### src/rtl/clock_monitor.sv
// Measures high/low phase lengths of an asynchronous mon_clk in clk cycles, flags
// out-of-tolerance phases and stalls, and reports lock after LOCK_CNT good periods.
module clock_monitor #(
  parameter int CNT_W    = 16,
  parameter int EXP_HALF = 8,
  parameter int TOL      = 1,
  parameter int LOCK_CNT = 4,
  parameter int TIMEOUT  = 64
) (
  input  logic             clk,
  input  logic             reset,
  input  logic             mon_clk,
  input  logic             clear,
  output logic [CNT_W-1:0] high_len,
  output logic [CNT_W-1:0] low_len,
  output logic             meas_valid,
  output logic             err_high,
  output logic             err_low,
  output logic             err_stall,
  output logic             locked,
  output logic [15:0]      good_periods
);

  typedef enum logic [1:0] {IDLE, MEAS_HIGH, MEAS_LOW, STALL} state_t;

  localparam int CW = $clog2(LOCK_CNT + 1);
  localparam logic [CNT_W:0]   LEN_MIN = (CNT_W+1)'(EXP_HALF - TOL);
  localparam logic [CNT_W:0]   LEN_MAX = (CNT_W+1)'(EXP_HALF + TOL);
  localparam logic [CNT_W-1:0] TMO     = CNT_W'(TIMEOUT);
  localparam logic [CW-1:0]    LOCK_N  = CW'(LOCK_CNT);

  state_t           state, state_nx;
  logic             s1, s2, s3;
  logic             rise, fall, any_edge;
  logic [CNT_W-1:0] cnt;
  logic [CW-1:0]    consec;
  logic             high_ok;
  logic             chk_high, chk_low, go_stall, len_good;

  assign rise     = s2 & ~s3;
  assign fall     = ~s2 & s3;
  assign any_edge = rise | fall;
  // Widened compare so bounds near the counter limit cannot wrap.
  assign len_good = ({1'b0, cnt} >= LEN_MIN) && ({1'b0, cnt} <= LEN_MAX);

  always_comb begin
    state_nx = state;
    chk_high = 1'b0;
    chk_low  = 1'b0;
    go_stall = 1'b0;
    case (state)
      IDLE: begin
        if (rise) state_nx = MEAS_HIGH;
      end
      MEAS_HIGH: begin
        if (fall) begin
          chk_high = 1'b1;
          state_nx = MEAS_LOW;
        end else if (!any_edge && cnt == TMO) begin
          go_stall = 1'b1;
          state_nx = STALL;
        end
      end
      MEAS_LOW: begin
        if (rise) begin
          chk_low  = 1'b1;
          state_nx = MEAS_HIGH;
        end else if (!any_edge && cnt == TMO) begin
          go_stall = 1'b1;
          state_nx = STALL;
        end
      end
      STALL: begin
        if (rise)      state_nx = MEAS_HIGH;
        else if (fall) state_nx = MEAS_LOW;
      end
      default: state_nx = IDLE;
    endcase
  end

  always_ff @(posedge clk) begin
    if (reset) begin
      state        <= IDLE;
      s1           <= 1'b0;
      s2           <= 1'b0;
      s3           <= 1'b0;
      cnt          <= '0;
      consec       <= '0;
      high_ok      <= 1'b0;
      high_len     <= '0;
      low_len      <= '0;
      meas_valid   <= 1'b0;
      err_high     <= 1'b0;
      err_low      <= 1'b0;
      err_stall    <= 1'b0;
      locked       <= 1'b0;
      good_periods <= '0;
    end else begin
      s1    <= mon_clk;
      s2    <= s1;
      s3    <= s2;
      state <= state_nx;

      if (any_edge)       cnt <= {{(CNT_W-1){1'b0}}, 1'b1};
      else if (cnt != '1) cnt <= cnt + 1'b1;

      meas_valid <= chk_high | chk_low;
      if (chk_high) high_len <= cnt;
      if (chk_low)  low_len  <= cnt;

      // A flag set in the same cycle as clear survives.
      err_high  <= (err_high  & ~clear) | (chk_high & ~len_good);
      err_low   <= (err_low   & ~clear) | (chk_low  & ~len_good);
      err_stall <= (err_stall & ~clear) | go_stall;

      if (chk_high)                 high_ok <= len_good;
      else if (chk_low || go_stall) high_ok <= 1'b0;

      if (go_stall || ((chk_high || chk_low) && !len_good)) begin
        consec <= '0;
        locked <= 1'b0;
      end else if (chk_low && high_ok) begin
        if (consec < LOCK_N)            consec <= consec + 1'b1;
        if (consec >= LOCK_N - 1'b1)    locked <= 1'b1;
        if (good_periods != 16'hFFFF)   good_periods <= good_periods + 16'd1;
      end
    end
  end

endmodule

### config.mk
export PLATFORM = sky130hd
export DESIGN_NAME = clock_monitor
export DESIGN_NICKNAME = d
export VERILOG_FILES = /design/src/rtl/clock_monitor.sv
export SDC_FILE = /design/constraint.sdc
export NUM_CORES = 1
export LEC_CHECK = 0
export ABC_CLOCK_PERIOD_IN_PS = 2000
export BUFFER_PORTS_ARGS = -buffer_cell sky130_fd_sc_hd__buf_2
export CELL_PAD_IN_SITES_DETAIL_PLACEMENT = 0
export CELL_PAD_IN_SITES_GLOBAL_PLACEMENT = 1
export CORE_AREA = 8 8 118 120
export CTS_BUF_LIST = sky130_fd_sc_hd__clkbuf_4 sky130_fd_sc_hd__clkbuf_8
export CTS_CLUSTER_SIZE = 10
export DETAILED_ROUTE_END_ITERATION = 7
export DIE_AREA = 0 0 126 128
export PLACE_DENSITY = 0.65
export SYNTH_ARGS = -nofsm -noshare
export SYNTH_HDL_FRONTEND = slang
export SYNTH_SLANG_ARGS = --single-unit
export TNS_END_PERCENT = 100
### constraint.sdc
create_clock -name clk -period 2 [get_ports clk]
set_input_delay 0.2 -clock clk [delete_from_list [all_inputs] [get_ports clk]]
set_output_delay 0.2 -clock clk [all_outputs]
set_load 0.05 [all_outputs]
==> results of run 1 <==
-- sequential cells by signal, summed over array words and instances, names as in the netlist, 2 cells and up --
| register | flops |
|---|---|
| cnt | 16 |
| low_len | 16 |
| state | 2 |
| consec | 3 |
| high_len | 16 |
| good_periods | 16 |
-- repair_timing --
| action | 4_1_cts | 5_1_grt |
|---|---|---|
| pin swaps | 2 | 12 |
| endpoints found under the setup margin | 11 | 31 |
| resized for setup | 5 | 39 |
| setup buffers | 2 | 3 |
| hold endpoints to repair | 0 | 0 |
| gates cloned | 0 | 1 |
-- metrics by stage --
step | std cells | setup slack, ps
floorplan | 429 | -77.3
global placement | 660 | -172
detailed placement | 660 | -226
CTS | 678 | -171
global route | 682 | -242
finish | 682 | -203
-- path summary, 6_finish.rpt --
path	from	end	slack [ps]	cells after the start
setup / recovery	cnt[4]$_SDFFE_PP0P_	good_periods[7]$_SDFFE_PP0P_	-200	6
hold / removal	mon_clk	s1$_SDFF_PP0_	70	2
hold reg to reg	high_len[2]$_SDFFE_PP0P_	high_len[2]$_SDFFE_PP0P_	450	2
setup reg to reg	cnt[4]$_SDFFE_PP0P_	good_periods[7]$_SDFFE_PP0P_	-200	6
-- power by group --
part | internal [mW] | switching, mW | total [mW]
sequential | 1.58 | 0.0266 | 1.61
combinational | 0.173 | 0.235 | 0.408
clock | 0.589 | 0.596 | 1.19
total | 2.34 | 0.857 | 3.20
-- routing by layer --
layer | track usage (%) | part of all wire (%) | vias to the layer above
li1 | - | - | 1692
met1 | 16.5 | 50 | 1588
met2 | 20.0 | 45 | 64
met3 | 3.41 | 3.5 | 5
met4 | 3.40 | 0.80 | 0
met5 | 0 | 0 | -
-- logic make-up after synthesis --
kind of cell               count (synthesis)  synth area share, %
AOI/OAI and AO/OA                         99                 16.9
xor gates and xnor gates                   8                 1.97
adders and majority gates                 14                 4.92
buffers and inverters                     39                 5.45
DFF                                       78                 43.9
muxes                                      4                 1.20
and+or+nand+nor                          187                 25.7
-- placed cells by master, fill, tap and decap left out, types with 3 or more instances in the layout --
cell type / Yosys / layout
o21ai_0: 15 / 13
nand3_1: 16 / 15
inv_1: 13 / 10
buf_6: 2 / 3
a21oi_1: 50 / 44
nor2_1: 37 / 37
a311oi_1: 3 / 3
nor4_4: 2 / 4
buf_2: 2 / 56
clkbuf_8: 2 / 9
clkinv_2: 0 / 3
nor2b_1: 9 / 9
a211oi_1: 5 / 4
ha_1: 14 / 10
dfxtp_2: 0 / 23
a21oi_2: 0 / 6
or2_2: 4 / 4
nand4_1: 6 / 6
nor3_2: 0 / 4
and3_1: 3 / 3
nand2_1: 77 / 77
xor2_1: 6 / 6
buf_4: 1 / 52
o31ai_1: 9 / 9
nor3_1: 9 / 5
or4_4: 0 / 7
ha_4: 0 / 3
o21a_1: 3 / 3
dfxtp_1: 78 / 54
-- layout make-up --
cell class	instances	area [sq um]	area share, %
Multi-Input combinational cell	312	2000	41.9
Sequential cell	78	1590	33.4
Timing Repair Buffer	113	744	15.6
Tap cell	150	188	3.93
Clock buffer	10	131	2.75
Clock inverter	6	61.3	1.29
Inverter	13	51.3	1.08
-- critical path, stage by stage, from the launching register on --
cell	delay (ps)
dfxtp_2	340
nor4_4	320
nand3_2	120
or4_4	540
buf_8	160
or4_4	510
a21oi_2	130
==> metrics.csv, run 1 <==
metric,value,unit
synth-seq-cells,78,
synth_ff_type,dfxtp_1,
grt_max_degree,60,
netlist_top_cells_count,"78 x dfxtp_1, 77 x nand2_1, 50 x a21oi_1",
nets,545,
async_reset_ff_share,0,%
fin_util,39.1,%
drt_iter0_drc,143,
synth.net_count,447,
violations,negative setup slack,
dpl-instance-area,0.00435,sq mm
path_class,reg2reg,
worst_slew_pin_slew,668,ps
postRouteAntennaNets,0,
place_congestion,0.797,
area_delta_synth_final,34.1,%
rows,41,
leakage,1.86,nW
grt_overflow,0,
setup_ws,-203,ps
cp-start-kind,register,
slew_headroom,55.5,%
fillCellCount,1293,
grt_pass1_wl,16700,um
ios,57,
synth_area_per_cell,8.29,sq um
post_drt_wl_per_cell,14.7,um
critPathRequiredTime,2270,ps
clock_path_buffers,2,
period_share,110,%
cp-end-kind,register,
grt_pass1_vias,3344,
num_vias,3349,
design_area,0.00477,sq mm
p_total,3.20,mW
synth_edf_count,0,
synth_top_area_cell,dfxtp_1,
insertion_delay,350,ps
yosysSeqAreaShare,43.9,%
grt_antenna_before_repair,0,
fmax,0.454,GHz
clkTransAtPathRegs,80,ps
die_w,126,um
core-area,0.0122,sq mm
final.setup_skew,15.9,ps
cts_max_level,3,
finalSetupTns,-1630,ps
wirelength,10000,um
status,"complete, but fails checks",
ys_types,52,
grtUsageTotal,12.6,%
synthCells,429,
io_buffers,56,
crit_fanout,7,
whs,71.2,ps
min_path_type,in2reg,
hold_buffers,0,
yosysWarnings,0,
cts.sinks,78,
vdd_drop_max,284,uV
die_h,128,um
arrival,2480,ps
cts_tree,yes,
synth_area_leaders,"dfxtp_1 44%, nand2_1 8.1%, a21oi_1 7.0%",
root_buffer,clkbuf_8,
cts_made_buffers,9,
rsz0062_at_grt,yes,
min_period,2200,ps
slew_viol_final,0,
hold_violations,0,
yosysMostFrequentCell,dfxtp_1,
start_util,29.1,%
setup_violations,12,
avgViaCountPerCell,4.91,
dp_hpwl,7070,um
maxCapViolations,0,
synth_top_area_share,43.9,%
power_density,671,mW/mm^2
antenna_cells,0,
synthesis.area,0.00356,sq mm
drcViolationCount,0,
dieArea,0.0161,sq mm
drt-pass1-iter-count,5,
drive_above_1_share,37.2,%
No activity file was read; power rests on OpenSTA's default activity.
==> inputs of run 2 (changes only) <==
ABC_CLOCK_PERIOD_IN_PS = 2100   (was 2000)
CAP_MARGIN = 25   (was unset)
PLACE_DENSITY = 0.63   (was 0.65)
clock period = 2.1 ns   (was 2 ns; I/O delays follow)
==> run 2 against run 1 <==
Total power decreased by 3.9%. Utilization decreased by 1.7 points. Flip-flop and latch count unchanged. Clock power about the same. Clock skew decreased by 9.1 ps. Cell area decreased by 4.3%. Via count decreased by 1.8%. The run still ends with negative setup slack left.
==> metrics.csv, run 2 (synthesis gave the netlist of run 1 again) <==
metric,value,unit,change
clkTransAtPathRegs,80,ps,about the same
worst_slew_pin_slew,646,ps,was 668 ps
drcViolationCount,0,,unchanged
start_util,29.1,%,unchanged
dp.cells,657,,was 660
slew_viol_final,0,,unchanged
dpl-instance-area,0.00429,sq mm,was 0.00435 sq mm
rsz0062_at_grt,yes,,unchanged
slew_headroom,56.9,%,was 55.5%
post_drt_wl_per_cell,14.6,um,was 14.7 um
status,"complete, but fails checks",,unchanged
period_share,101,%,was 110%
clock_path_buffers,2,,unchanged
min_period,2120,ps,was 2200 ps
dieArea,0.0161,sq mm,unchanged
rows,41,,unchanged
grt_overflow,0,,unchanged
ios,57,,unchanged
grtUsageTotal,12.7,%,was 12.6%
whs,67.4,ps,was 71.2 ps
maxCapViolations,0,,unchanged
num_vias,3289,,was 3349
area_delta_synth_final,28.4,%,was 34.1%
grt_antenna_before_repair,0,,unchanged
final.setup_skew,6.77,ps,was 15.9 ps
grt_pass1_vias,3248,,was 3344
power_density,674,mW/mm^2,was 671 mW/mm^2
cts_max_level,3,,unchanged
cts_made_buffers,9,,unchanged
path_class,reg2reg,,unchanged
insertion_delay,360,ps,was 350 ps
io_buffers,56,,unchanged
drt_iter0_drc,149,,was 143
core-area,0.0122,sq mm,unchanged
dp_hpwl,6960,um,was 7070 um
min_path_type,in2reg,,unchanged
most-common-layout-cells,"77 x nand2_1, 60 x dfxtp_1, 57 x buf_2",,"was 77 x nand2_1, 56 x buf_2, 54 x dfxtp_1"
drive_above_1_share,32.4,%,was 37.2%
nets,538,,was 545
leakage,1.81,nW,was 1.86 nW
root_buffer,clkbuf_8,,unchanged
hold_violations,0,,unchanged
die_w,126,um,unchanged
cp-start-kind,register,,unchanged
grt_max_degree,60,,unchanged
postRouteAntennaNets,0,,unchanged
fmax,0.472,GHz,was 0.454 GHz
crit_fanout,8,,was 7
place_congestion,0.778,,was 0.797
setup_ws,-19.6,ps,was -203 ps
drt-pass1-iter-count,4,,was 5
die_h,128,um,unchanged
fin_cells,675,,was 682
final_common_cell,nand2_1,,unchanged
vdd_drop_max,199,uV,was 284 uV
p_total,3.08,mW,was 3.20 mW
grt_pass1_wl,16500,um,was 16700 um
antenna_cells,0,,unchanged
violations,negative setup slack,,unchanged
setup_violations,4,,was 12
cp-end-kind,register,,unchanged
critPathRequiredTime,2390,ps,was 2270 ps
avgViaCountPerCell,4.87,,was 4.91
design_area,0.00457,sq mm,was 0.00477 sq mm
wirelength,9850,um,was 10000 um
cts.sinks,78,,unchanged
cts_tree,yes,,unchanged
arrival,2410,ps,was 2480 ps
-- run 2: cell types whose count changed in the layout (fill, tap and decap cells not counted), sizes merged --
cell      delta
inv          -1
buf          -6
clkinvlp     -1
clkbuf       +1
-- run 2: cell type report --
cell class / count / area, sq um
Fill cell: 1295 / 7640
Inverter: 13 / 48.8
Sequential cell: 78 / 1590
Timing Repair Buffer: 106 / 657
Clock inverter: 4 / 45.0
Tap cell: 150 / 188
Multi-Input combinational cell: 312 / 1880
Clock buffer: 12 / 159
-- run 2: final timing paths --
check / from / slack [ps] / end / cells past startpoint
max: cnt[4]$_SDFFE_PP0P_ / -20 / good_periods[4]$_SDFFE_PP0P_ / 6
min: mon_clk / 70 / s1$_SDFF_PP0_ / 2
max reg2reg: cnt[4]$_SDFFE_PP0P_ / -20 / good_periods[4]$_SDFFE_PP0P_ / 6
min reg2reg: s1$_SDFF_PP0_ / 440 / s2$_SDFF_PP0_ / 1
-- run 2: layer usage --
metal / wire (um) / vias to the layer above / global-route usage [%]
li1: - / 1682 / -
met1: 4970 / 1534 / 16.3
met2: 4320 / 62 / 19.7
met3: 400 / 11 / 3.16
met4: 162 / 0 / 5.73
met5: 0 / - / 0
-- run 2: worst max-delay path: stages, from the launching register on --
cell,delay (ps)
dfxtp_2,340
nor4_4,290
nand3_2,130
or4_4,510
buf_6,160
or4_1,500
a21oi_1,120
-- run 2: report_power, final --
group | total (mW) | internal [mW] | switching (mW)
Sequential | 1.53 | 1.50 | 0.0227
Clock | 1.18 | 0.622 | 0.558
Combinational | 0.369 | 0.149 | 0.220
-- run 2: timing repair --
item                                   CTS  global route
cloned                                   1             0
setup endpoints to repair                9            20
endpoints found under the hold margin    0             0
resized for setup                       11            11
pin swaps                                9             5
setup buffers                            1             0
hold buffers                             0             0
-- run 2: through the flow --
stage / util [%] / setup TNS [ps] / worst slack, ps
finish: 37.4 / -65.2 / -19.6
global route: 37.4 / -513 / -92.4
CTS: 37.1 / -67.1 / -28.8
detailed placement: 35.1 / -436 / -73.3
global placement: 35.1 / -36.6 / -21.3
floorplan: - / -11.1 / -11.1
